File: src/rtl/ftoi_pipe.sv
// Two-stage pipelined float-to-int converter: IEEE-754 single -> signed 32-bit, truncating, saturating.
// Define FTOI_FLAGS_EN to add the out_nv / out_nx exception flag ports.
module ftoi_pipe #(
   parameter int TAG_W = 6
) (
   input  logic             clk,
   input  logic             rstn,
   input  logic             flush,
   input  logic             in_valid,
   output logic             in_ready,
   input  logic [31:0]      in_x,
   input  logic [TAG_W-1:0] in_tag,
   output logic             out_valid,
   input  logic             out_ready,
   output logic [31:0]      out_y,
   output logic [TAG_W-1:0] out_tag
`ifdef FTOI_FLAGS_EN
   ,
   output logic             out_nv,
   output logic             out_nx
`endif
);

   typedef enum logic [1:0] {
      CLS_ZERO = 2'd0,
      CLS_NORM = 2'd1,
      CLS_SAT  = 2'd2
   } cls_e;

   logic             w_s;
   logic [7:0]       w_e;
   logic [22:0]      w_m;
   cls_e             w_cls;
   logic             w_s1_adv;
   logic             w_in_acc;
   logic             w_s2_load;

   logic             r_s1_valid;
   logic             r_s1_s;
   cls_e             r_s1_cls;
   logic [4:0]       r_s1_sh;
   logic [23:0]      r_s1_mant;
   logic [TAG_W-1:0] r_s1_tag;

   logic             r_s2_valid;
   logic [31:0]      r_s2_y;
   logic [TAG_W-1:0] r_s2_tag;

   logic [53:0]      w_wide;
   logic [30:0]      w_mag;
   logic             w_frac_nz;
   logic [31:0]      w_norm_y;
   logic [31:0]      w_y;

   assign w_s = in_x[31];
   assign w_e = in_x[30:23];
   assign w_m = in_x[22:0];

   always_comb begin
      w_cls = CLS_NORM;
      if (w_e <= 8'd126)
         w_cls = CLS_ZERO;
      else if (w_e >= 8'd158)
         w_cls = CLS_SAT;
   end

   // Stage 1 moves on when stage 2 is empty or its result is taken this cycle.
   assign w_s1_adv  = r_s1_valid && (!r_s2_valid || out_ready);
   assign in_ready  = !flush && (!r_s1_valid || w_s1_adv);
   assign w_in_acc  = in_valid && in_ready;
   assign w_s2_load = w_s1_adv && !flush;

   always_ff @(posedge clk or negedge rstn) begin
      if (!rstn) begin
         r_s1_valid <= 1'b0;
         r_s1_s     <= 1'b0;
         r_s1_cls   <= CLS_ZERO;
         r_s1_sh    <= 5'd0;
         r_s1_mant  <= 24'd0;
         r_s1_tag   <= '0;
      end else begin
         if (flush)
            r_s1_valid <= 1'b0;
         else if (w_in_acc)
            r_s1_valid <= 1'b1;
         else if (w_s1_adv)
            r_s1_valid <= 1'b0;
         if (w_in_acc) begin
            r_s1_s    <= w_s;
            r_s1_cls  <= w_cls;
            r_s1_sh   <= 5'(w_e - 8'd127);
            r_s1_mant <= {1'b1, w_m};
            r_s1_tag  <= in_tag;
         end
      end
   end

   // Largest NORM shift is 30, so a 54-bit field holds the 24-bit mantissa without loss.
   assign w_wide    = {30'd0, r_s1_mant} << r_s1_sh;
   assign w_mag     = w_wide[53:23];
   assign w_frac_nz = |w_wide[22:0];
   assign w_norm_y  = r_s1_s ? (32'd0 - {1'b0, w_mag}) : {1'b0, w_mag};

   always_comb begin
      w_y = 32'd0;
      case (r_s1_cls)
         CLS_NORM: w_y = w_norm_y;
         CLS_SAT:  w_y = r_s1_s ? 32'h8000_0000 : 32'h7FFF_FFFF;
         default:  w_y = 32'd0;
      endcase
   end

   always_ff @(posedge clk or negedge rstn) begin
      if (!rstn) begin
         r_s2_valid <= 1'b0;
         r_s2_y     <= 32'd0;
         r_s2_tag   <= '0;
      end else begin
         if (flush)
            r_s2_valid <= 1'b0;
         else if (w_s1_adv)
            r_s2_valid <= 1'b1;
         else if (out_ready)
            r_s2_valid <= 1'b0;
         if (w_s2_load) begin
            r_s2_y   <= w_y;
            r_s2_tag <= r_s1_tag;
         end
      end
   end

   assign out_valid = r_s2_valid;
   assign out_y     = r_s2_y;
   assign out_tag   = r_s2_tag;

`ifdef FTOI_FLAGS_EN
   logic w_nv_in;
   logic w_znx_in;
   logic r_s1_nv;
   logic r_s1_znx;
   logic r_s2_nv;
   logic r_s2_nx;
   logic w_nx;

   // -2^31 is the one SAT-class value that is exactly representable.
   assign w_nv_in  = ((w_e == 8'hFF) && (w_m != 23'd0)) ||
                     ((w_e >= 8'd158) && (in_x != 32'hCF00_0000));
   assign w_znx_in = (w_e != 8'd0) || (w_m != 23'd0);

   always_comb begin
      w_nx = 1'b0;
      case (r_s1_cls)
         CLS_NORM: w_nx = w_frac_nz;
         CLS_ZERO: w_nx = r_s1_znx;
         default:  w_nx = 1'b0;
      endcase
   end

   always_ff @(posedge clk or negedge rstn) begin
      if (!rstn) begin
         r_s1_nv  <= 1'b0;
         r_s1_znx <= 1'b0;
         r_s2_nv  <= 1'b0;
         r_s2_nx  <= 1'b0;
      end else begin
         if (w_in_acc) begin
            r_s1_nv  <= w_nv_in;
            r_s1_znx <= w_znx_in;
         end
         if (w_s2_load) begin
            r_s2_nv <= r_s1_nv;
            r_s2_nx <= w_nx;
         end
      end
   end

   assign out_nv = r_s2_nv;
   assign out_nx = r_s2_nx;
`else
   logic w_unused_frac;
   assign w_unused_frac = w_frac_nz;
`endif

endmodule

File: config.mk
export PLATFORM = sky130hd
export DESIGN_NAME = ftoi_pipe
export DESIGN_NICKNAME = d
export VERILOG_FILES = /design/src/rtl/ftoi_pipe.sv
export SDC_FILE = /design/constraint.sdc
export NUM_CORES = 1
export LEC_CHECK = 0
export ABC_AREA = 1
export CORE_MARGIN = 1.5
export CORE_UTILIZATION = 40
export DETAILED_ROUTE_END_ITERATION = 8
export PLACE_DENSITY = 0.63
export SLEW_MARGIN = 20
export SYNTH_ARGS = -nofsm -noshare
export SYNTH_HDL_FRONTEND = slang
export SYNTH_SLANG_ARGS = --single-unit
File: constraint.sdc
create_clock -name clk -period 2.5 [get_ports clk]
set_input_delay 0.375 -clock clk [delete_from_list [all_inputs] [get_ports clk]]
set_output_delay 0.375 -clock clk [all_outputs]
set_load 0.03 [all_outputs]
# --- Word level (Yosys, flattened, before mapping) ---
# Cells that the tools add are included.
classes:
  n_addsub: 2
  multipliers: 0
  n_div: 0
  order_cmp: 2
  n_eq_ne: 2
  shifts: 1
  n_mux: 11
  bitwise: 0
  n_reduce_logical: 11
ops:
  columns: ["operator", "n"]
  rows:
  - ["$mux W32", 2]
  - ["$pmux W32 S2", 1]
  - ["$shl A24 B5 Y54", 1]
  - ["$sub A1 B31 Y32 const A", 1]
  - ["$ge A8 B8 Y1 const B", 1]
  - ["$le A8 B7 Y1 const B", 1]
  - ["$mux W1", 6]
  - ["$reduce_bool A3 Y1", 2]
  - ["$sub A5 B5 Y5 const B", 1]
  - ["$logic_and A1 B1 Y1", 4]
  - ["$mux W2", 2]
  - ["$logic_not A1 Y1", 3]
  - ["$eq A2 B1 Y1 const B", 1]
  - ["$eq A2 B2 Y1 const B", 1]
  - ["$logic_or A1 B1 Y1", 2]
totals:
  ff_bits: 78
  latchBits: 0
  mem_bits_rw: 0
  mem_bits_ro: 0
  input_bits: 43
  mem_count: 0

# --- Logic depth before layout (Yosys ltp) ---
# Gate-level depths: netlist (run 1).
depth:
  depth_word: 8
  ltp_mapped: 24
  mapped_depth_nobuf: 22

# --- Least setup slack after synthesis (run 1) ---
# No wires, ideal clock.
synth_path:
  path_type: "flip-flop to flip-flop"
  from: "register r_s1_sh[0]"
  to: "register r_s2_y[20], in the netlist out_y[20]"
  setup_ps: 117
  arrival_time_ps: 2190
  required_time_ps: 2383
  path_slack_ps: 194
  stages_incl_launch_ff: 22
  n_path_buf: 2
  cell_sequence: "dfrtp_1 -> buf_6 -> buf_4 -> nand2_1 -> nand3_2 -> nand3_1 -> nand3_1 -> nand3_1 -> nand2_1 -> inv_1 -> ha_1 -> nand2_1 -> nor2_2 -> nand2_2 -> nor2_2 -> nand2_1 -> nand2_1 -> nand2_1 -> nand3_1 -> nand2_1 -> nand2_1 -> nand2_1"
synth_between:
  elab_chain_cells: 4
synth_lines:
  columns: ["item", "line_no", "rtl"]
  rows:
  - ["start: declaration", "41", "logic [4:0] r_s1_sh;"]
  - ["start signal: assignment", "91", "r_s1_sh <= 5'(w_e - 8'd127);"]
  - ["$shl A24 B5 Y54 *", "99", "assign w_wide = {30'd0, r_s1_mant} << r_s1_sh;"]
  - ["$sub A1 B31 Y32", "102", "assign w_norm_y = r_s1_s ? (32'd0 - {1'b0, w_mag}) : {1'b0, w_mag};"]
  - ["$mux W32 *", "102", null]
  - ["$pmux W32 S2 *", "106", "case (r_s1_cls)"]
  - ["end signal: assignment", "126", "r_s2_y <= w_y;"]
  - ["end: declaration", "46", "logic [31:0] r_s2_y;"]
# Mark *: on every way between the ends. The rest lies on a longest branch, timed or not.
# A chain may end at the register's enable or synchronous reset.

# --- Worst setup path in the final report (run 1) ---
layout_path:
  from: "register r_s1_sh[0]"
  to: "register r_s2_y[31], in the netlist out_y[31]"
layout_between:
  elab_chain_cells: 4
layout_lines:
  columns: ["item", "line_no"]
  rows:
  - ["$shl A24 B5 Y54", "99"]
  - ["$sub A1 B31 Y32", "102"]
  - ["$mux W32", "102"]
  - ["$pmux W32 S2", "106"]
# Every way passes these cells.

==> impl_metrics.yaml, run 1 <==
clock_network:
  cts_sinks: 78
  clk_path_buf_depth: 2
  cts-htree-levels: 3
  clk_pin_slew_ns: 0.07
  cts_tree: "done"
  insertion_delay_ns: 0.36
  clock_tree.root_cell: "clkbuf_16"
  cts_buffers: 9
drt:
  wirelength_um: 18800
  vias: 6819
  drtPass1Iterations: 7
  post_drt_wl_per_cell_um: 14.2
  drc: 0
  vias_per_cell: 5.13
  ant_nets: 0
  drt_iter0_drc: 478
logic_synthesis:
  synth_compound_area_share_pct: 4.86
  yosysSeqAreaShare_pct: 31.5
  yosys.cell_types.count: 35
  syn-num-nets: 1074
  ys_ff_latch: 78
  synth.largest_area_cell: "dfrtp_1"
  synth-xor-area-share_pct: 0.423
  async_flop_share_pct: 100
  synthAdderAreaFrac_pct: 1.01
  syn_area_um2: 6200
  synth_edf_count: 0
  synth.most_common_cell: "nand2_1"
  ys_warn_count: 0
  synth_top_family_by_area: "simple AND/OR/NAND/NOR gates"
  synthFlopType: "dfrtp_1"
  synthSimpleGateAreaFrac_pct: 53.5
  synth.area.mux_share_pct: 0
  netlist_instances: 1026
  synthTopCellsByCount: "nand2_1, nand3_1, dfrtp_1"
  avgSynthCellArea_um2: 6.05
  synth_area_leaders: "dfrtp_1, nand2_1, nand3_1"
  netlist.area_leader.share_pct: 31.5
cells_and_area:
  insertedDiodeCount: 0
  drive_gt1_share_pct: 16.0
  syn_to_final_growth_pct: 29.5
  fin_nets: 1184
floorplanning:
  die_h_um: 128
  initial_core_util_pct: 40.8
  rows: 45
  dieArea_um2: 16300
  core_region_area_um2: 15200
  io_pins: 83
  fp.dieW_um: 128
placed_design:
  portBuffers: 82
  place_congestion: 0.955
  dpl.hpwl_um: 14300
  dp_slack_ns: -0.0986
hold_path:
  whs_endpoint: "r_s1_tag[4]"
  hold_path_class: "reg -> reg"
  whs_path_depth: 2
  min_from: "r_s1_tag[4]"
timing:
  min_period_over_period_pct: 98.8
  min_period_ns: 2.47
  finalHoldViolCount: 0
  fmax_mhz: 405
  slew-limit-headroom_pct: 67.3
  worst_slew_pin_slew_ns: 0.491
  fin_worst_skew_ns: 0.00526
  drv_slew: 0
  rsz0062_at_grt: "yes"
  worst_hold_slack_ns: 0.472
  setup_viol: 0
  final.setup.worst_slack_ns: 0.0311
status:
  outcome: "complete, no violations"
power:
  cellLeakagePower_nw: 4.23
  peakVddDrop_v: 0.000424
  pwr_density_cell_nw_per_um2: 796
setup_path:
  crit_type: "reg -> reg"
  r2r_end: "out_y[31]"
  worstPathRequired_ns: 2.75
  start_kind: "flop"
  r2r_setup_slack_ns: 0.03
  r2r_start: "r_s1_sh[0]"
  critPathMaxFanout: 24
  rr_worst_depth: 17
  end_kind: "flop"
  crit_start: "r_s1_sh[0]"
  cp.arrival_ns: 2.72
flow_run:
  max-cap-violations: 0
global_route:
  grt-ovfl-total: 0
  grt_max_degree: 44
  grt_pass1_vias: 6342
  grt_antenna_before_repair: 0
  grt_pass1_wl_um: 31400
  grt_util_all_layers_pct: 24.3
-- layout make-up --
cell class	count	area, um2
multi-input cells	831	3930
inverters	69	272
clock buffers	9	225
clock inverters	7	63.8
flip-flops and latches	78	1950
well taps	188	235
repair buffers	147	1360
fillers	1579	7170
-- how the worst max path moves through the flow --
stage	slack [ns]	endpoint
after floorplan	0.19	out_y[20]
after global placement	-0.10	out_y[28]
after detailed placement	-0.1	out_y[28]
after CTS	0.009	out_y[28]
after global routing	-0.17	out_y[18]
final	0.03	out_y[31]
-- routing by layer --
layer / wire (um) / global-route usage, % / vias up
li1: - / - / 3485
met1: 8810 / 32.8 / 3095
met2: 8510 / 39.0 / 211
met3: 1090 / 4.31 / 28
met4: 398 / 8.56 / 0
met5: 0 / 0 / -
-- worst max-delay path, stage by stage, from the launching register on --
cell,delay (ns)
dfrtp_2,0.46
buf_12,0.17
nand2_1,0.08
nand3_1,0.16
nand2_1,0.10
nand2_1,0.10
nand3_1,0.09
nand3_1,0.12
nand2_1,0.14
nand2_1,0.07
nor2_2,0.14
nand2_2,0.12
nor2_4,0.14
nand2_1,0.10
o21ai_1,0.18
nand2_1,0.08
nand3_1,0.07
nand2_1,0.05
-- cell families (layout without fill, tap and decap cells) --
family,Yosys count,after routing
AO/OA/AOI/OAI,54,54
XOR/XNOR,3,3
flip-flops,78,78
buffers and inverters,117,232
AND/OR/NAND/NOR,769,769
adder cells (fa/ha/maj),5,5
-- stage by stage --
stage	cell area, um2	utilization, %	setup TNS [ns]	cells	total power [W]
6_report	8040	52.9	0	1329	0.00640
5_1_grt	8040	52.9	-3.11	1329	0.00687
4_1_cts	7830	51.5	0	1327	0.00625
3_5_place_dp	7490	49.3	-0.382	1309	0.00487
3_3_place_gp	7490	49.3	-0.355	1309	0.00487
2_1_floorplan	6200	-	0	1026	0.00372
-- cell usage in the layout (no fill, tap or decap), types with 4 or more instances in the layout --
cell type,netlist,final
nand2_1,461,453
nand3_2,10,26
nand3_1,190,172
nand3b_1,4,4
a21oi_1,11,11
ha_1,5,4
inv_2,6,7
buf_4,3,61
dfrtp_1,78,77
buf_12,0,4
o21ai_1,8,7
nand4_1,4,4
clkbuf_16,0,9
o21ai_0,22,22
nand2_2,22,29
inv_6,1,4
nor2_2,20,18
clkdlybuf4s50_1,0,81
nor2_4,0,10
inv_1,61,60
nor2_1,55,47
-- report_power, final --
part	switching, W	leakage, nW	internal [W]	total, W
Clock	0.000627	0.137	0.000697	0.00132
Combinational	0.00214	3.10	0.00129	0.00344
Sequential	0.000156	0.997	0.00148	0.00163
Total	0.00293	4.23	0.00347	0.00640
-- sequential cells by signal (all words and copies together) (netlist names), 2 cells and up --
name,cells
out_tag,6
r_s1_mant,24
r_s1_sh,5
r_s1_cls,2
out_y,32
r_s1_tag,6
-- repair_timing --
action / in CTS / in global routing
setup buffers: 1 / 2
pin swaps: 3 / 4
setup endpoints to repair: 10 / 29
hold endpoints to repair: 1 / 0
gates resized for setup: 8 / 45
hold buffers: 1 / 0
No activity file was read; power rests on OpenSTA's default activity.
==> run 2: changes to the inputs <==
CTS_BUF_LIST = sky130_fd_sc_hd__clkbuf_4 sky130_fd_sc_hd__clkbuf_8 sky130_fd_sc_hd__clkbuf_16   (was not set)
==> results of run 2 <==
No change in the layout: final DEF, timing and power equal those of run 1.
